<file path="config.mk">
export PLATFORM = sky130hd
export DESIGN_NAME = frame_painter
export DESIGN_NICKNAME = d
export VERILOG_FILES = /design/src/rtl/frame_painter.sv
export SDC_FILE = /design/constraint.sdc
export NUM_CORES = 1
export LEC_CHECK = 0
export BUFFER_PORTS_ARGS = -buffer_cell sky130_fd_sc_hd__buf_2
export CORE_MARGIN = 5
export CORE_UTILIZATION = 50
export CTS_CLUSTER_DIAMETER = 100
export DETAILED_ROUTE_END_ITERATION = 16
export MAX_ROUTING_LAYER = met4
export PLACE_DENSITY = 0.68
export SYNTH_ARGS = -nofsm -noshare
export SYNTH_HDL_FRONTEND = slang
export SYNTH_SLANG_ARGS = --single-unit
</file>
<file path="constraint.sdc">
create_clock -name clk -period 3.58 [get_ports clk]
set_input_delay 0 -clock clk [delete_from_list [all_inputs] [get_ports clk]]
set_output_delay 0 -clock clk [all_outputs]
set_load 0.01 [all_outputs]
</file>
<file path="src/rtl/frame_painter.sv">
// Framebuffer writer: snapshots the platforms and player on start, then rasters
// every pixel through a two-stage pipeline onto a valid/ready write port.
module frame_painter #(
    parameter int         PX_WIDTH  = 160,
    parameter int         PX_HEIGHT = 120,
    parameter int         ADDR_W    = 16,
    parameter int         PL_W      = 6,
    parameter logic [2:0] C_BG      = 3'b111,
    parameter logic [2:0] C_SQ      = 3'b010,
    parameter logic [2:0] C_PL      = 3'b100
) (
    input  logic              clk,
    input  logic              clr,
    input  logic              start,
    input  logic [23:0]       square1,
    input  logic [23:0]       square2,
    input  logic [23:0]       square3,
    input  logic [23:0]       player,
    input  logic              wr_ready,
    output logic              wr_en,
    output logic [ADDR_W-1:0] wr_addr,
    output logic [2:0]        wr_data,
    output logic              busy,
    output logic              done
);

    typedef enum logic [1:0] {IDLE, SCAN, DRAIN, DONE} state_t;

    localparam logic [8:0] X_LAST = 9'(PX_WIDTH - 1);
    localparam logic [8:0] Y_LAST = 9'(PX_HEIGHT - 1);
    localparam logic [8:0] PL_W9  = 9'(PL_W);

    state_t state, next_state;

    logic [7:0] sq_cx [3];
    logic [7:0] sq_cy [3];
    logic [7:0] sq_r  [3];
    logic [7:0] pl_x, pl_y, pl_h;

    logic [8:0]        x, y;
    logic [ADDR_W-1:0] addr;

    logic              s1_valid;
    logic [ADDR_W-1:0] s1_addr;
    logic [8:0]        s1_dx [3];
    logic [8:0]        s1_dy [3];
    logic              s1_pl;

    logic       advance, last_pixel, start_ok;
    logic [8:0] dx_c [3];
    logic [8:0] dy_c [3];
    logic [8:0] pl_lo, pl_xhi;
    logic       pl_hit_c, sq_hit;
    logic [2:0] colour;

    function automatic logic [8:0] abs_diff(input logic [8:0] a, input logic [8:0] b);
        return (a >= b) ? (a - b) : (b - a);
    endfunction

    // The whole pipeline moves together whenever the output slot can be refilled.
    assign advance    = !wr_en || wr_ready;
    assign last_pixel = (x == X_LAST) && (y == Y_LAST);
    assign start_ok   = (state == IDLE) && start;
    assign busy       = (state != IDLE);
    assign done       = (state == DONE);

    always_ff @(posedge clk or negedge clr) begin
        if (!clr) begin
            state <= IDLE;
        end else begin
            state <= next_state;
        end
    end

    always_comb begin
        next_state = state;
        case (state)
            IDLE:    if (start) next_state = SCAN;
            SCAN:    if (advance && last_pixel) next_state = DRAIN;
            DRAIN:   if (wr_en && wr_ready && !s1_valid) next_state = DONE;
            DONE:    next_state = IDLE;
            default: next_state = IDLE;
        endcase
    end

    always_ff @(posedge clk or negedge clr) begin
        if (!clr) begin
            for (int i = 0; i < 3; i++) begin
                sq_cx[i] <= '0;
                sq_cy[i] <= '0;
                sq_r[i]  <= '0;
            end
            pl_x <= '0;
            pl_y <= '0;
            pl_h <= '0;
        end else if (start_ok) begin
            sq_cx[0] <= square1[23:16];
            sq_cy[0] <= square1[15:8];
            sq_r[0]  <= square1[7:0];
            sq_cx[1] <= square2[23:16];
            sq_cy[1] <= square2[15:8];
            sq_r[1]  <= square2[7:0];
            sq_cx[2] <= square3[23:16];
            sq_cy[2] <= square3[15:8];
            sq_r[2]  <= square3[7:0];
            pl_x     <= player[23:16];
            pl_y     <= player[15:8];
            pl_h     <= player[7:0];
        end
    end

    always_ff @(posedge clk or negedge clr) begin
        if (!clr) begin
            x    <= '0;
            y    <= '0;
            addr <= '0;
        end else if (start_ok) begin
            x    <= '0;
            y    <= '0;
            addr <= '0;
        end else if (state == SCAN && advance) begin
            addr <= addr + ADDR_W'(1);
            if (x == X_LAST) begin
                x <= '0;
                y <= y + 9'd1;
            end else begin
                x <= x + 9'd1;
            end
        end
    end

    // Player bounds stay in 9 bits so px+PL_W and py-h never wrap.
    always_comb begin
        for (int i = 0; i < 3; i++) begin
            dx_c[i] = abs_diff(x, {1'b0, sq_cx[i]});
            dy_c[i] = abs_diff(y, {1'b0, sq_cy[i]});
        end
        pl_lo    = (pl_h > pl_y) ? 9'd0 : ({1'b0, pl_y} - {1'b0, pl_h});
        pl_xhi   = {1'b0, pl_x} + PL_W9;
        pl_hit_c = (x >= {1'b0, pl_x}) && (x < pl_xhi) &&
                   (y >= pl_lo) && (y <= {1'b0, pl_y});
    end

    always_ff @(posedge clk or negedge clr) begin
        if (!clr) begin
            s1_valid <= 1'b0;
            s1_addr  <= '0;
            s1_pl    <= 1'b0;
            for (int i = 0; i < 3; i++) begin
                s1_dx[i] <= '0;
                s1_dy[i] <= '0;
            end
        end else if (advance) begin
            s1_valid <= (state == SCAN);
            if (state == SCAN) begin
                s1_addr <= addr;
                s1_pl   <= pl_hit_c;
                for (int i = 0; i < 3; i++) begin
                    s1_dx[i] <= dx_c[i];
                    s1_dy[i] <= dy_c[i];
                end
            end
        end
    end

    always_comb begin
        sq_hit = 1'b0;
        for (int i = 0; i < 3; i++) begin
            if (({1'b0, s1_dx[i]} + {1'b0, s1_dy[i]}) <= {2'b00, sq_r[i]}) begin
                sq_hit = 1'b1;
            end
        end
        if (s1_pl) begin
            colour = C_PL;
        end else if (sq_hit) begin
            colour = C_SQ;
        end else begin
            colour = C_BG;
        end
    end

    // When the output stage drains, address and data keep their last values.
    always_ff @(posedge clk or negedge clr) begin
        if (!clr) begin
            wr_en   <= 1'b0;
            wr_addr <= '0;
            wr_data <= '0;
        end else if (advance) begin
            wr_en <= s1_valid;
            if (s1_valid) begin
                wr_addr <= s1_addr;
                wr_data <= colour;
            end
        end
    end

endmodule

</file>
==> results_dict.tcl <==
set metrics [dict create \
    status "finished clean" \
    die_y_um 186.3 \
    cts_tree "yes" \
    num_vias 13160 \
    p_leak_nw 8.969 \
    first_global_vias 13040 \
    yosysWarnings 0 \
    synth_seq_cells 224 \
    via_per_inst 5.512 \
    start_kind "flop" \
    clock_tree.root_cell "clkbuf_16" \
    clkSinkCount 224 \
    die_w_um 186.3 \
    synth_seq_area_share 0.3605 \
    min-delay-path-class "in2reg" \
    seqCellArea_sq_um 5605 \
    crit_chain "ha_1 > inv_1 > fa_1 > nor2b_1 > o21ai_0 > a21boi_1 > o21a_1 > nor2_1 > xnor2_1 > ha_1 > o21a_1 > o22a_1 > o21a_1 > nor3_1 > a211oi_1 > o31a_1" \
    fin_tns_setup_ps 0 \
    clk_pin_slew_ps 60 \
    yosysTopAreaCellShare 0.3605 \
    fin_nets 2285 \
    cp_max_fo 3 \
    synth.distinct_cells 67 \
    post-route-min-period_ps 3285 \
    routedWlPerCell_um 17.29 \
    final-max-slew-violation-count 0 \
    path_buf_inv 1 \
    power_mw 17.12 \
    hold_violations 0 \
    synth_area_leaders "dfrtp_1 (36%), ha_1 (16%), o21ai_0 (6.3%)" \
    synth_top_area_cell "dfrtp_1" \
    cts_buffers 27 \
    grt_usage 0.2393 \
    skew_ps 10.95 \
    path_delay_family "compound AO/OA/AOI/OAI gates" \
    synth_nets 2067 \
    syn_area_sq_um 15550 \
    grt_pass1_wl_um 67740 \
    grt_overflow_total 0 \
    htree_levels 1 \
    cpMaxStageDelayCell "fa_1" \
    final_common_cell "nand2_1" \
    p_per_area_nw_per_um2 923.5 \
    final_layout_size_suffix_gt1_frac 0.1136 \
    worst_slew_pin_slew_ps 963.3 \
    drt-total-wl_um 41270 \
    setup_viol 0 \
    path_common_cell "o21a_1" \
    arrival_ps 3710 \
    cp.required_ps 4000 \
    synth_cells 1754 \
    routabilityCongestion 0.9298 \
    remaining_drc_errors 0 \
    antenna_left 0 \
    critPathKind "reg2reg" \
    ios 122 \
    drt-pass1-iter-count 5 \
    synth-edff-count 0 \
    synth.avg_cell_area_sq_um 8.865 \
    antenna_found_initial 2 \
    rsz0062_at_grt "no" \
    initial_utilization 0.5070 \
    grt_max_degree 121 \
    coreArea_sq_um 30670 \
    num_rows 64 \
    drt-initial-drc-count 810 \
    synth_top_flop_cell "dfrtp_1" \
    final_cell_mix "nand2_1 (256), dfrtp_1 (224), ha_1 (197)" \
    max_stage_delay_ps 410 \
    fmax_mhz 304.4 \
    fill_cells 2636 \
    hpwl_um 30230 \
    drv_cap 0 \
    crit_path_end_kind "flop" \
    synthArstFlopShare 1.000 \
    clock_path_buffers 3 \
    ir_drop_uv 529.5 \
    area_delta_synth_final_pct 19.25 \
    relSlewSlack 0.3578 \
    clk_latency_ps 540 \
    post-route-period-util 0.9177 \
    multi_input_area_sq_um 9115 \
    design.die.area_sq_um 34720 \
    io_buffer_count 121 \
    post_cts_buffers 0 \
]
logic make-up after synthesis:
family	synth area share
adder cells (fa/ha/maj)	0.1791
multiplexers	0.03307
XOR/XNOR	0.03830
AND/OR/NAND/NOR	0.1572
buffers and inverters	0.05440
flip-flops	0.3605
AO/OA/AOI/OAI	0.1774
where the power goes:
part	switching (mW)	leakage (nW)	internal (mW)
clock	1.07	0.421	1.58
sequential	0.640	2.84	3.49
combinational	5.91	5.70	4.43
total	7.63	8.97	9.50
area by class of cell:
type | count | area share
diodes | 1 | 0.0001350
clock buffers | 36 | 0.03988
clock inverters | 11 | 0.006006
inverters | 156 | 0.03158
multi-input cells | 1314 | 0.4916
flip-flops and latches | 224 | 0.3023
well taps | 396 | 0.02672
repair buffers | 249 | 0.1018
cell usage after synthesis (20+ instances only):
| master | number |
|---|---|
| nor2_1 | 81 |
| xnor2_1 | 46 |
| nor3_1 | 20 |
| nor2b_1 | 25 |
| ha_1 | 197 |
| mux2i_1 | 24 |
| nand2b_1 | 22 |
| inv_1 | 156 |
| a21oi_1 | 81 |
| nand4_1 | 29 |
| clkbuf_1 | 43 |
| o21a_1 | 22 |
| dfrtp_1 | 224 |
| xor2_1 | 22 |
| nand3_1 | 35 |
| a21o_1 | 31 |
| mux2_2 | 23 |
| nand2_1 | 257 |
| o21ai_0 | 196 |
worst reg2reg max path: stages (launching register included):
cell,delay (ps)
dfrtp_1,350
ha_1,200
inv_1,70
fa_1,410
nor2b_1,130
o21ai_0,110
a21boi_1,270
o21a_1,150
nor2_1,50
xnor2_1,130
ha_1,300
o21a_1,170
o22a_1,170
o21a_1,100
nor3_1,190
a211oi_1,130
o31a_1,240
sequential cells by signal, indices dropped and copies added (netlist names), 2 cells and up:
signal,count
pl_y,8
pl_h,8
s1_dx,27
sq_cy,24
wr_data,3
sq_r,24
state,2
sq_cx,24
y,9
s1_addr,16
wr_addr,16
pl_x,8
addr,16
x,9
s1_dy,27
layer usage:
layer | track usage | wire length (um)
met5 | - | 0
met4 | 0.06832 | 1332
met3 | 0.03270 | 2066
met2 | 0.3799 | 19000
met1 | 0.3233 | 18870
repair_timing:
| item | CTS | global route |
|---|---|---|
| setup endpoints to repair | 0 | 2 |
| hold buffers | 104 | 0 |
| hold endpoints to repair | 216 | 0 |
| gates resized for setup | 0 | 2 |
through the flow:
stage / setup slack, ps / hold slack [ps] / utilization / std cells / cell area [sq um]
2_1_floorplan: 610.0 / -295.6 / - / 1754 / 15550
3_3_place_gp: 276.9 / 156.5 / 0.5426 / 2235 / 16640
3_5_place_dp: 164.8 / 165.8 / 0.5426 / 2235 / 16640
4_1_cts: 141.5 / 14.43 / 0.6043 / 2386 / 18530
5_1_grt: 64.61 / 33.24 / 0.6046 / 2387 / 18540
6_report: 294.6 / 13.30 / 0.6046 / 2387 / 18540
final timing paths:
check | startpoint | endpoint | cells past startpoint | slack (ps)
max | s1_dy[9] | wr_data[2] | 16 | 290
min | wr_ready | wr_en | 3 | 10
max reg2reg | s1_dy[9] | wr_data[2] | 16 | 290
min reg2reg | s1_addr[9] | s1_addr[9] | 2 | 470
max in group asynchronous | clr | sq_cy[14] | 3 | 2530
min in group asynchronous | clr | sq_r[4] | 2 | 120
(Power assumes the default switching activity.)
